`config.mk`:
```
export PLATFORM = sky130hd
export DESIGN_NAME = nibble_serial_addsub
export DESIGN_NICKNAME = d
export VERILOG_FILES = /design/src/rtl/nibble_serial_addsub.sv
export SDC_FILE = /design/constraint.sdc
export NUM_CORES = 1
export LEC_CHECK = 0
export ABC_AREA = 1
export CAP_MARGIN = 30
export CORE_MARGIN = 4
export CORE_UTILIZATION = 40
export CTS_BUF_LIST = sky130_fd_sc_hd__clkbuf_8
export CTS_CLUSTER_DIAMETER = 200
export CTS_CLUSTER_SIZE = 10
export DETAILED_ROUTE_END_ITERATION = 6
export GPL_TIMING_DRIVEN = 1
export PLACE_DENSITY_LB_ADDON = 0.08
export SYNTH_ARGS = -nofsm -noshare
export SYNTH_HDL_FRONTEND = slang
export SYNTH_SLANG_ARGS = --single-unit
```
`constraint.sdc`:
```
create_clock -name clk -period 3.9 [get_ports clk]
set_input_delay 0.585 -clock clk [delete_from_list [all_inputs] [get_ports clk]]
set_output_delay 0.585 -clock clk [all_outputs]
set_load 0.02 [all_outputs]
```
`src/rtl/nibble_serial_addsub.sv`:
```
// 16-bit add/sub built from one 4-bit slice stepped over four nibbles, LSB first.
// Define NIBBLE_SERIAL_ADDSUB_OVF_EN to enable the registered signed-overflow flag.
module nibble_serial_addsub (
  input  logic        clk,
  input  logic        rst,
  input  logic        start,
  input  logic        sub,
  input  logic [15:0] a,
  input  logic [15:0] b,
  output logic        busy,
  output logic        done,
  output logic [15:0] result,
  output logic        cout,
  output logic        zero,
  output logic        ovf
);

  typedef enum logic [1:0] {
    IDLE,
    RUN,
    FIN
  } state_t;

  state_t      state;
  logic [15:0] a_q;
  logic [15:0] b_q;
  logic        sub_q;
  logic        carry;
  logic [1:0]  idx;
  logic [15:0] work;

  logic [3:0]  bit_lo;
  logic [3:0]  a_nib;
  logic [3:0]  b_nib;
  logic [4:0]  sum5;
  logic [15:0] full;

  always_comb begin
    bit_lo = {idx, 2'b00};
    a_nib  = a_q[bit_lo +: 4];
    b_nib  = b_q[bit_lo +: 4] ^ {4{sub_q}};
    sum5   = {1'b0, a_nib} + {1'b0, b_nib} + {4'b0000, carry};
    // Top nibble comes straight from the slice on the final step
    full   = {sum5[3:0], work[11:0]};
  end

  always_ff @(posedge clk) begin
    if (rst) begin
      state  <= IDLE;
      a_q    <= '0;
      b_q    <= '0;
      sub_q  <= 1'b0;
      carry  <= 1'b0;
      idx    <= 2'd0;
      work   <= '0;
      busy   <= 1'b0;
      done   <= 1'b0;
      result <= '0;
      cout   <= 1'b0;
      zero   <= 1'b0;
`ifdef NIBBLE_SERIAL_ADDSUB_OVF_EN
      ovf    <= 1'b0;
`endif
    end else begin
      unique case (state)
        IDLE, FIN: begin
          done <= 1'b0;
          if (start) begin
            a_q   <= a;
            b_q   <= b;
            sub_q <= sub;
            carry <= sub;
            idx   <= 2'd0;
            work  <= '0;
            busy  <= 1'b1;
            state <= RUN;
          end else begin
            state <= IDLE;
          end
        end
        RUN: begin
          work[bit_lo +: 4] <= sum5[3:0];
          carry <= sum5[4];
          idx   <= idx + 2'd1;
          if (idx == 2'd3) begin
            state  <= FIN;
            busy   <= 1'b0;
            done   <= 1'b1;
            result <= full;
            cout   <= sum5[4];
            zero   <= (full == 16'h0000);
`ifdef NIBBLE_SERIAL_ADDSUB_OVF_EN
            ovf    <= (a_q[15] == (b_q[15] ^ sub_q)) &&
                      (full[15] != a_q[15]);
`endif
          end
        end
        default: state <= IDLE;
      endcase
    end
  end

`ifndef NIBBLE_SERIAL_ADDSUB_OVF_EN
  assign ovf = 1'b0;
`endif

endmodule

```
### Yosys cells after proc, flatten, opt, wreduce, memory -nomap -nowiden

Index checks and enable logic that the tools add are counted.

* eq/ne operators: 5
* div/mod/pow operators: 0
* bitwise gates (word level): 1
* reductions and logical operators: 9
* add/sub/neg operators: 4
* shifts and indexed selects: 4
* multiply operators: 0
* mux-type cells: 15
* magnitude comparators: 0

Operator list (number)
* one-hot mux 16 bit (2 select lines): 1
* indexed part select 16 x 5 -> 4 bit: 2
* bitwise mux 16 bit: 1
* zero test 16 bit: 1
* two-way mux 16 bit: 1
* variable shift 4 x 6 -> 16 bit, first input constant: 1
* indexed part select 4 x 6 -> 16 bit: 1
* one-hot mux 2 bit (2 select lines): 2
* AND reduction 2 bit: 4
* negation 4 -> 6 bit: 1
* one-hot mux 1 bit (2 select lines): 3
* adder 4 x 4 -> 5 bit: 1
* adder 5 x 1 -> 5 bit: 1
* two-way mux 1 bit: 5
* equality test 2 bit, second input constant: 2
* two-way mux 2 bit: 2
* != test 2 bit, second input constant: 2
* bitwise XOR 4 bit: 1
* AND reduction 3 bit: 1
* adder 2 x 1 -> 2 bit, second input constant: 1
* equality test 2 x 1 -> 1 bit, second input constant: 1
* zero test 2 bit: 1
* nonzero test 2 bit: 1
* OR reduction 2 bit: 1

* flip-flop bits (word level): 74
* memory bits (read-only): 0
* bits in writable memories: 0
* latch bits: 0
* input bits: 36
* memories kept: 0
* output and inout bits: 21

### Logic depth before layout (Yosys ltp)

Gate-level depths: netlist of the first run.

* word-level depth: 7
* gate-level depth with buffers: 15
* depth with buffers taken out: 13

### Worst setup path before layout of the first run

Ideal clock, no wire load.

* kind: register to register
* start: reg idx[0]
* end: reg zero
* path buffers: 2
* required time: 3.835 ns
* data arrival time: 2.340 ns
* slack: 1.495 ns
* stages on the path, launching flop included: 15
* cell sequence: dfxtp_1 > buf_6 > inv_2 > buf_6 > nor2_1 > o22ai_1 > xor2_1 > fa_1 > fa_1 > nand3_1 > nor2_1 > nand3_1 > nor2_1 > nor2_1 > nor2_1

* word-level cells in the longest chain between the ends: 5
* elaborated cells on any way between the ends: 8
* classes of those cells: 2 x add/sub; 1 x eq/ne; 2 x shift; 1 x bitwise; 2 x reduce/logical

RTL lines
* from (decl): line 29 `logic [1:0] idx;`
* from (signal assigned): line 84 `idx <= idx + 2'd1;`
* indexed part select 16 x 5 -> 4 bit: line 41 `b_nib = b_q[bit_lo +: 4] ^ {4{sub_q}};`
* bitwise XOR 4 bit: line 41
* adder 4 x 4 -> 5 bit: line 42 `sum5 = {1'b0, a_nib} + {1'b0, b_nib} + {4'b0000, carry};`
* adder 5 x 1 -> 5 bit: line 42
* zero test 16 bit: line 91 `zero <= (full == 16'h0000);`
* to (signal assigned): line 91
* to (decl): line 14 `output logic zero,`

Parallel ways exist; a longest one is shown, timed or not.
A chain may end at the register's enable or synchronous reset.

### Worst setup path after layout of the first run

Ends and elaborated chain as after synthesis.

==> results of run 1 <==
-- flip-flops by register name, summed over array words and instances, names as in the netlist, 2 cells and up --
signal	count
work	12
result	16
idx	2
state	2
b_q	16
a_q	16
-- kinds of logic after synthesis --
kind of cell | count (synthesis)
and+or+nand+nor | 177
AOI/OAI and AO/OA | 99
DFF | 70
buffers and inverters | 44
adders and majority gates | 9
xor gates and xnor gates | 6
other | 1
-- through the flow --
step           instances  hold WS (ns)   util  instance area [um2]  setup WS [ns]
3_5_place_dp         543         0.451  0.494                 3600           1.13
6_report             559         0.468  0.523                 3820           1.13
4_1_cts              559         0.467  0.523                 3820           1.12
5_1_grt              559         0.498  0.523                 3820          0.819
3_3_place_gp         543         0.453  0.494                 3600           1.24
2_1_floorplan        406         0.449      -                 3020           1.50
-- synth_stat cells, types with 2 or more instances --
master      n
buf_4       2
fa_1        2
a21oi_1    26
dfxtp_1    70
nor2_1    117
o22ai_1     5
a31oi_1     2
inv_2       5
inv_1      17
nor2_4      2
nand2_1    48
buf_6       4
o21ai_0    61
clkbuf_1    9
xor2_1      6
ha_1        7
nand3_1     7
buf_2       7
-- per-layer routing --
layer	routed length (um)	GRT usage	up-vias
met5	0	0	-
met4	108	0.0685	0
met3	344	0.0351	11
met2	2940	0.250	54
met1	3530	0.234	1184
li1	-	-	1407
-- area by class of cell --
cell class	count	area (um2)	share of cell area
Clock buffer	10	138	0.0361
Tap cell	99	124	0.0325
Inverter	22	82.6	0.0216
Clock inverter	6	77.6	0.0203
Sequential cell	70	1400	0.367
Timing Repair Buffer	60	588	0.154
Multi-Input combinational cell	292	1410	0.368
-- path summary, 6_finish.rpt --
| kind | to | from | slack [ns] | cells past startpoint |
|---|---|---|---|---|
| max | zero | idx[0] | 1.13 | 11 |
| min | busy | busy | 0.47 | 2 |
| max reg2reg | zero | idx[0] | 1.13 | 11 |
| min reg2reg | busy | busy | 0.47 | 2 |
-- power by group --
group / switching, mW / leakage (nW) / internal [mW]
sequential: 0.0249 / 0.573 / 0.752
combinational: 0.155 / 0.907 / 0.114
clock: 0.257 / 0.119 / 0.371
-- critical path: stages (launching register included) --
cell     delay (ns)
dfxtp_1        0.55
inv_2          0.23
o21ai_0        0.21
o22ai_1        0.10
xor2_1         0.16
fa_1           0.41
fa_1           0.41
xor2_1         0.31
nand3_1        0.12
nor2_1         0.11
nor2_1         0.05
nor2_1         0.07
==> flow_metrics.env, run 1 <==
export IMPL_core_area_mm2=0.00729
export IMPL_post_cts_buffers=0
export IMPL_synth_mux_area_frac=0
export IMPL_htreeDepth=3
export IMPL_root_buffer="clkbuf_8"
export IMPL_path_class="reg2reg"
export IMPL_skew_ns=0.00786
export IMPL_ys_flop_type="dfxtp_1"
export IMPL_cts_reportedPaths_clkPinSlew_ns=0.07
export IMPL_slew_headroom=0.478
export IMPL_hold_viol=0
export IMPL_netlist_cell_type_count=27
export IMPL_rsz0062_at_grt="false"
export IMPL_cp_data_arrival_time_ns=3.04
export IMPL_num_io_pins=57
export IMPL_drive_above_1_share=0.0630
export IMPL_antenna_found_initial=0
export IMPL_gp_congestion=0.812
export IMPL_grt_pass1_wl_um=11900
export IMPL_ctsResizeCount=0
export IMPL_min_period_ns=2.77
export IMPL_drv_cap=0
export IMPL_start_kind="flip-flop"
export IMPL_num_vias=2656
export IMPL_antenna_left=0
export IMPL_post_drt_wl_per_cell_um=12.4
export IMPL_cts_hold_buf=0
export IMPL_crit_required_ns=4.17
export IMPL_start_util=0.414
export IMPL_n_fill_cell=783
export IMPL_p_leak_nw=1.60
export IMPL_synth_area_leaders="dfxtp_1 (46%), nor2_1 (15%), o21ai_0 (10%)"
export IMPL_synth_area_mm2=0.00302
export IMPL_final_common_cell="nor2_1"
export IMPL_setup_tns_ns=0
export IMPL_synth_compound_area_frac=0.173
export IMPL_worstMarginPinSlew_ns=0.780
export IMPL_clkSinkCount=70
export IMPL_port_buffer_count=55
export IMPL_cts_tree="built"
export IMPL_die_width_um=94.9
export IMPL_synthAdderAreaFrac=0.0423
export IMPL_grt_max_degree=37
export IMPL_final_cell_mix="nor2_1 (117), dfxtp_1 (70), o21ai_0 (61)"
export IMPL_period_share=0.711
export IMPL_vias_per_cell=4.75
export IMPL_first_global_vias=2563
export IMPL_synth_seq_cells=70
export IMPL_crit_fanout=19
export IMPL_status="finished, final reports clean"
export IMPL_irDropWorstVdd_v=0.000183
export IMPL_cts_made_buffers=9
export IMPL_worstSkewPairLatency_ns=0.34
export IMPL_synth_top_family_by_area="simple AND/OR/NAND/NOR gates"
export IMPL_syn_num_nets=451
export IMPL_wl_um=6920
export IMPL_drtIter0Drc=71
export IMPL_crit_path_end_kind="flip-flop"
export IMPL_synthCells=406
export IMPL_async_flop_share=0
export IMPL_layout_nets=500
export IMPL_synth_top_area_share=0.464
export IMPL_clock_fmax_mhz=361
export IMPL_overflow=0
export IMPL_hold_class="reg2reg"
export IMPL_syn_to_final_growth_pct=26.5
export IMPL_total_power_mw=1.67
export IMPL_synth_simple_area_share=0.232
export IMPL_die_area_mm2=0.00900
export IMPL_synth_xor_area_frac=0.0174
export IMPL_syn_avg_cell_area_um2=7.43
export IMPL_synth_area_leader_cell="dfxtp_1"
export IMPL_finalSetupViolations=0
export IMPL_final_max_slew_viol_count=0
export IMPL_grt_use_total=0.167
export IMPL_dp_hpwl_um=4980
export IMPL_diodes=0
export IMPL_yosys_warnings=0
export IMPL_drc=0
export IMPL_synth_edf_count=0
export IMPL_die_h_um=94.9
export IMPL_num_rows=31
export IMPL_ys_seq_area_frac=0.464
export IMPL_cts_buffer_depth=2
export IMPL_first_pass_iters=4
export IMPL_p_per_area_mw_per_mm2=438
No activity file was read; power rests on OpenSTA's default activity.
==> run 2, diff against run 1 <==
- clock period: 3.9 -> 2.77 ns (I/O delays scaled with it)
==> run 2 against run 1 <==
Effect of this change:
- register-to-register slack worse by 0.86 ns
- non-clock buffer count up 2
- clock skew down 0.0034 ns
- global-route usage down 0.73 points
- critical path depth up 1
- maximum frequency up 11%
- final area up 0.33%
- routed wire length down 1.9%
- power up 37%
- clock power up 30%
- critical endpoint unchanged
==> flow_metrics.env, run 2 (same netlist as run 1, synthesis figures left out) <==
export IMPL_critPathCapture="zero"
export IMPL_core_area_mm2=0.00729
export IMPL_htreeDepth=3
export IMPL_internal_power_mw=1.68
export IMPL_cts_tree="built"
export IMPL_drc=0
export IMPL_final_common_cell="nor2_1"
export IMPL_crit_required_ns=3.05
export IMPL_post_cts_buffers=0
export IMPL_crit_top_cell="nor2_1"
export IMPL_slowest_stage="fa_1"
export IMPL_top_regs="a_q x16, b_q x16, result x16"
export IMPL_critPathBufInv=1
export IMPL_r2r_slack_ns=0.27
export IMPL_first_pass_iters=4
export IMPL_min_period_ns=2.50
export IMPL_drive_above_1_share=0.0693
export IMPL_num_vias=2634
export IMPL_hold_viol=0
export IMPL_cp_cell_sequence="inv_1 -> o21ai_0 -> o22ai_1 -> xor2_1 -> fa_1 -> fa_1 -> nand3_1 -> nor2_1 -> nand3_1 -> nor2_1 -> nor2_1 -> nor2_1"
export IMPL_die_h_um=94.9
export IMPL_grt_max_degree=37
export IMPL_crit_path_end_kind="flip-flop"
export IMPL_r2r_end="zero"
export IMPL_syn_to_final_growth_pct=26.9
export IMPL_cp_top_family="adder cells"
export IMPL_drtIter0Drc=75
export IMPL_irDropWorstVdd_v=0.000236
export IMPL_r2r_start="idx[1]"
export IMPL_cts_hold_buf=0
export IMPL_post_drt_wl_per_cell_um=12.1
export IMPL_final_max_slew_viol_count=0
export IMPL_diodes=0
export IMPL_start_util=0.414
export IMPL_n_fill_cell=775
export IMPL_antenna_found_initial=0
export IMPL_p_switching_mw=0.617
export IMPL_clock_fmax_mhz=400
export IMPL_dp_hpwl_um=4940
export IMPL_final_cell_mix="nor2_1 (117), dfxtp_1 (70), o21ai_0 (61)"
export IMPL_num_rows=31
export IMPL_worstMarginPinSlew_ns=0.596
export IMPL_first_global_vias=2365
export IMPL_die_width_um=94.9
export IMPL_crit_fanout=12
export IMPL_ctsResizeCount=0
export IMPL_rsz0062_at_grt="false"
export IMPL_p_sw_frac=0.268
export IMPL_slowest_delay_ns=0.60
export IMPL_crit_path_start="idx[1]"
export IMPL_status="finished, final reports clean"
export IMPL_cts_buffer_depth=2
export IMPL_worstSkewPairLatency_ns=0.34
export IMPL_antenna_left=0
export IMPL_seqCellArea_mm2=0.00140
export IMPL_overflow=0
export IMPL_drv_cap=0
export IMPL_p_per_area_mw_per_mm2=600
export IMPL_hold_class="reg2reg"
export IMPL_path_depth=12
export IMPL_p_leak_nw=1.60
export IMPL_period_share=0.902
export IMPL_layout_nets=502
export IMPL_vias_per_cell=4.70
export IMPL_num_io_pins=57
export IMPL_gp_congestion=0.876
export IMPL_root_buffer="clkbuf_8"
export IMPL_comb_power_share=0.170
export IMPL_finalSetupViolations=0
export IMPL_grt_use_total=0.160
export IMPL_fin_ws_ns=0.271
export IMPL_slew_headroom=0.602
export IMPL_die_area_mm2=0.00900
export IMPL_start_kind="flip-flop"
export IMPL_grt_pass1_wl_um=11200
export IMPL_clkSinkCount=70
export IMPL_dpl_worst_slack_ns=0.294
export IMPL_power_frac_seq=0.475
export IMPL_skew_ns=0.00449
export IMPL_cts_made_buffers=9
export IMPL_cts_reportedPaths_clkPinSlew_ns=0.07
export IMPL_port_buffer_count=55
export IMPL_cp_data_arrival_time_ns=2.78
export IMPL_setup_tns_ns=0
export IMPL_multi_input_area_mm2=0.00141
export IMPL_rr_worst_depth=12
export IMPL_path_class="reg2reg"
export IMPL_clkPwrFrac=0.356
export IMPL_wl_um=6790
run 2: worst min-delay path by stage:
stage	slack (ns)	start	end	cells after the start
2_1_floorplan	0.45	a_q[2]	a_q[2]	2
3_3_place_gp	0.46	busy	busy	2
3_5_place_dp	0.45	done	done	2
4_1_cts	0.46	busy	busy	2
5_1_grt	0.48	done	done	2
6_report	0.46	busy	busy	2
run 2: worst min-delay path, stage by stage (launching register included):
cell     delay, ns
dfxtp_1       0.31
nand2_1       0.06
a21oi_1       0.05
run 2: cell type report:
type,instances,share of cell area
well taps,99,0.0324
clock inverters,5,0.0127
repair buffers,62,0.161
inverters,22,0.0216
multi-input cells,292,0.367
flip-flops and latches,70,0.366
clock buffers,11,0.0395
run 2: through the flow:
| stage | area [um2] | power, mW | instances | hold slack (ns) | utilization |
|---|---|---|---|---|---|
| floorplan | 3020 | 1.38 | 406 | 0.449 | - |
| global placement | 3630 | 1.50 | 545 | 0.455 | 0.498 |
| detailed placement | 3630 | 1.50 | 545 | 0.454 | 0.498 |
| CTS | 3830 | 2.32 | 561 | 0.464 | 0.525 |
| global route | 3830 | 2.43 | 561 | 0.479 | 0.525 |
| finish | 3830 | 2.30 | 561 | 0.464 | 0.525 |
run 2: layer usage:
metal,global-route usage,share of wire,vias up
met5,0,0,-
met4,0.0769,0.021,0
met3,0.0303,0.052,11
met2,0.231,0.41,56
met1,0.228,0.52,1155
li1,-,-,1412
run 2: power groups by stage:
stage | Sequential, mW | Clock [mW] | Combinational [mW]
2_1_floorplan | 1.10 | 0 | 0.272
3_3_place_gp | 1.11 | 0 | 0.385
3_5_place_dp | 1.11 | 0 | 0.391
4_1_cts | 1.09 | 0.841 | 0.392
5_1_grt | 1.10 | 0.886 | 0.447
6_report | 1.09 | 0.817 | 0.389
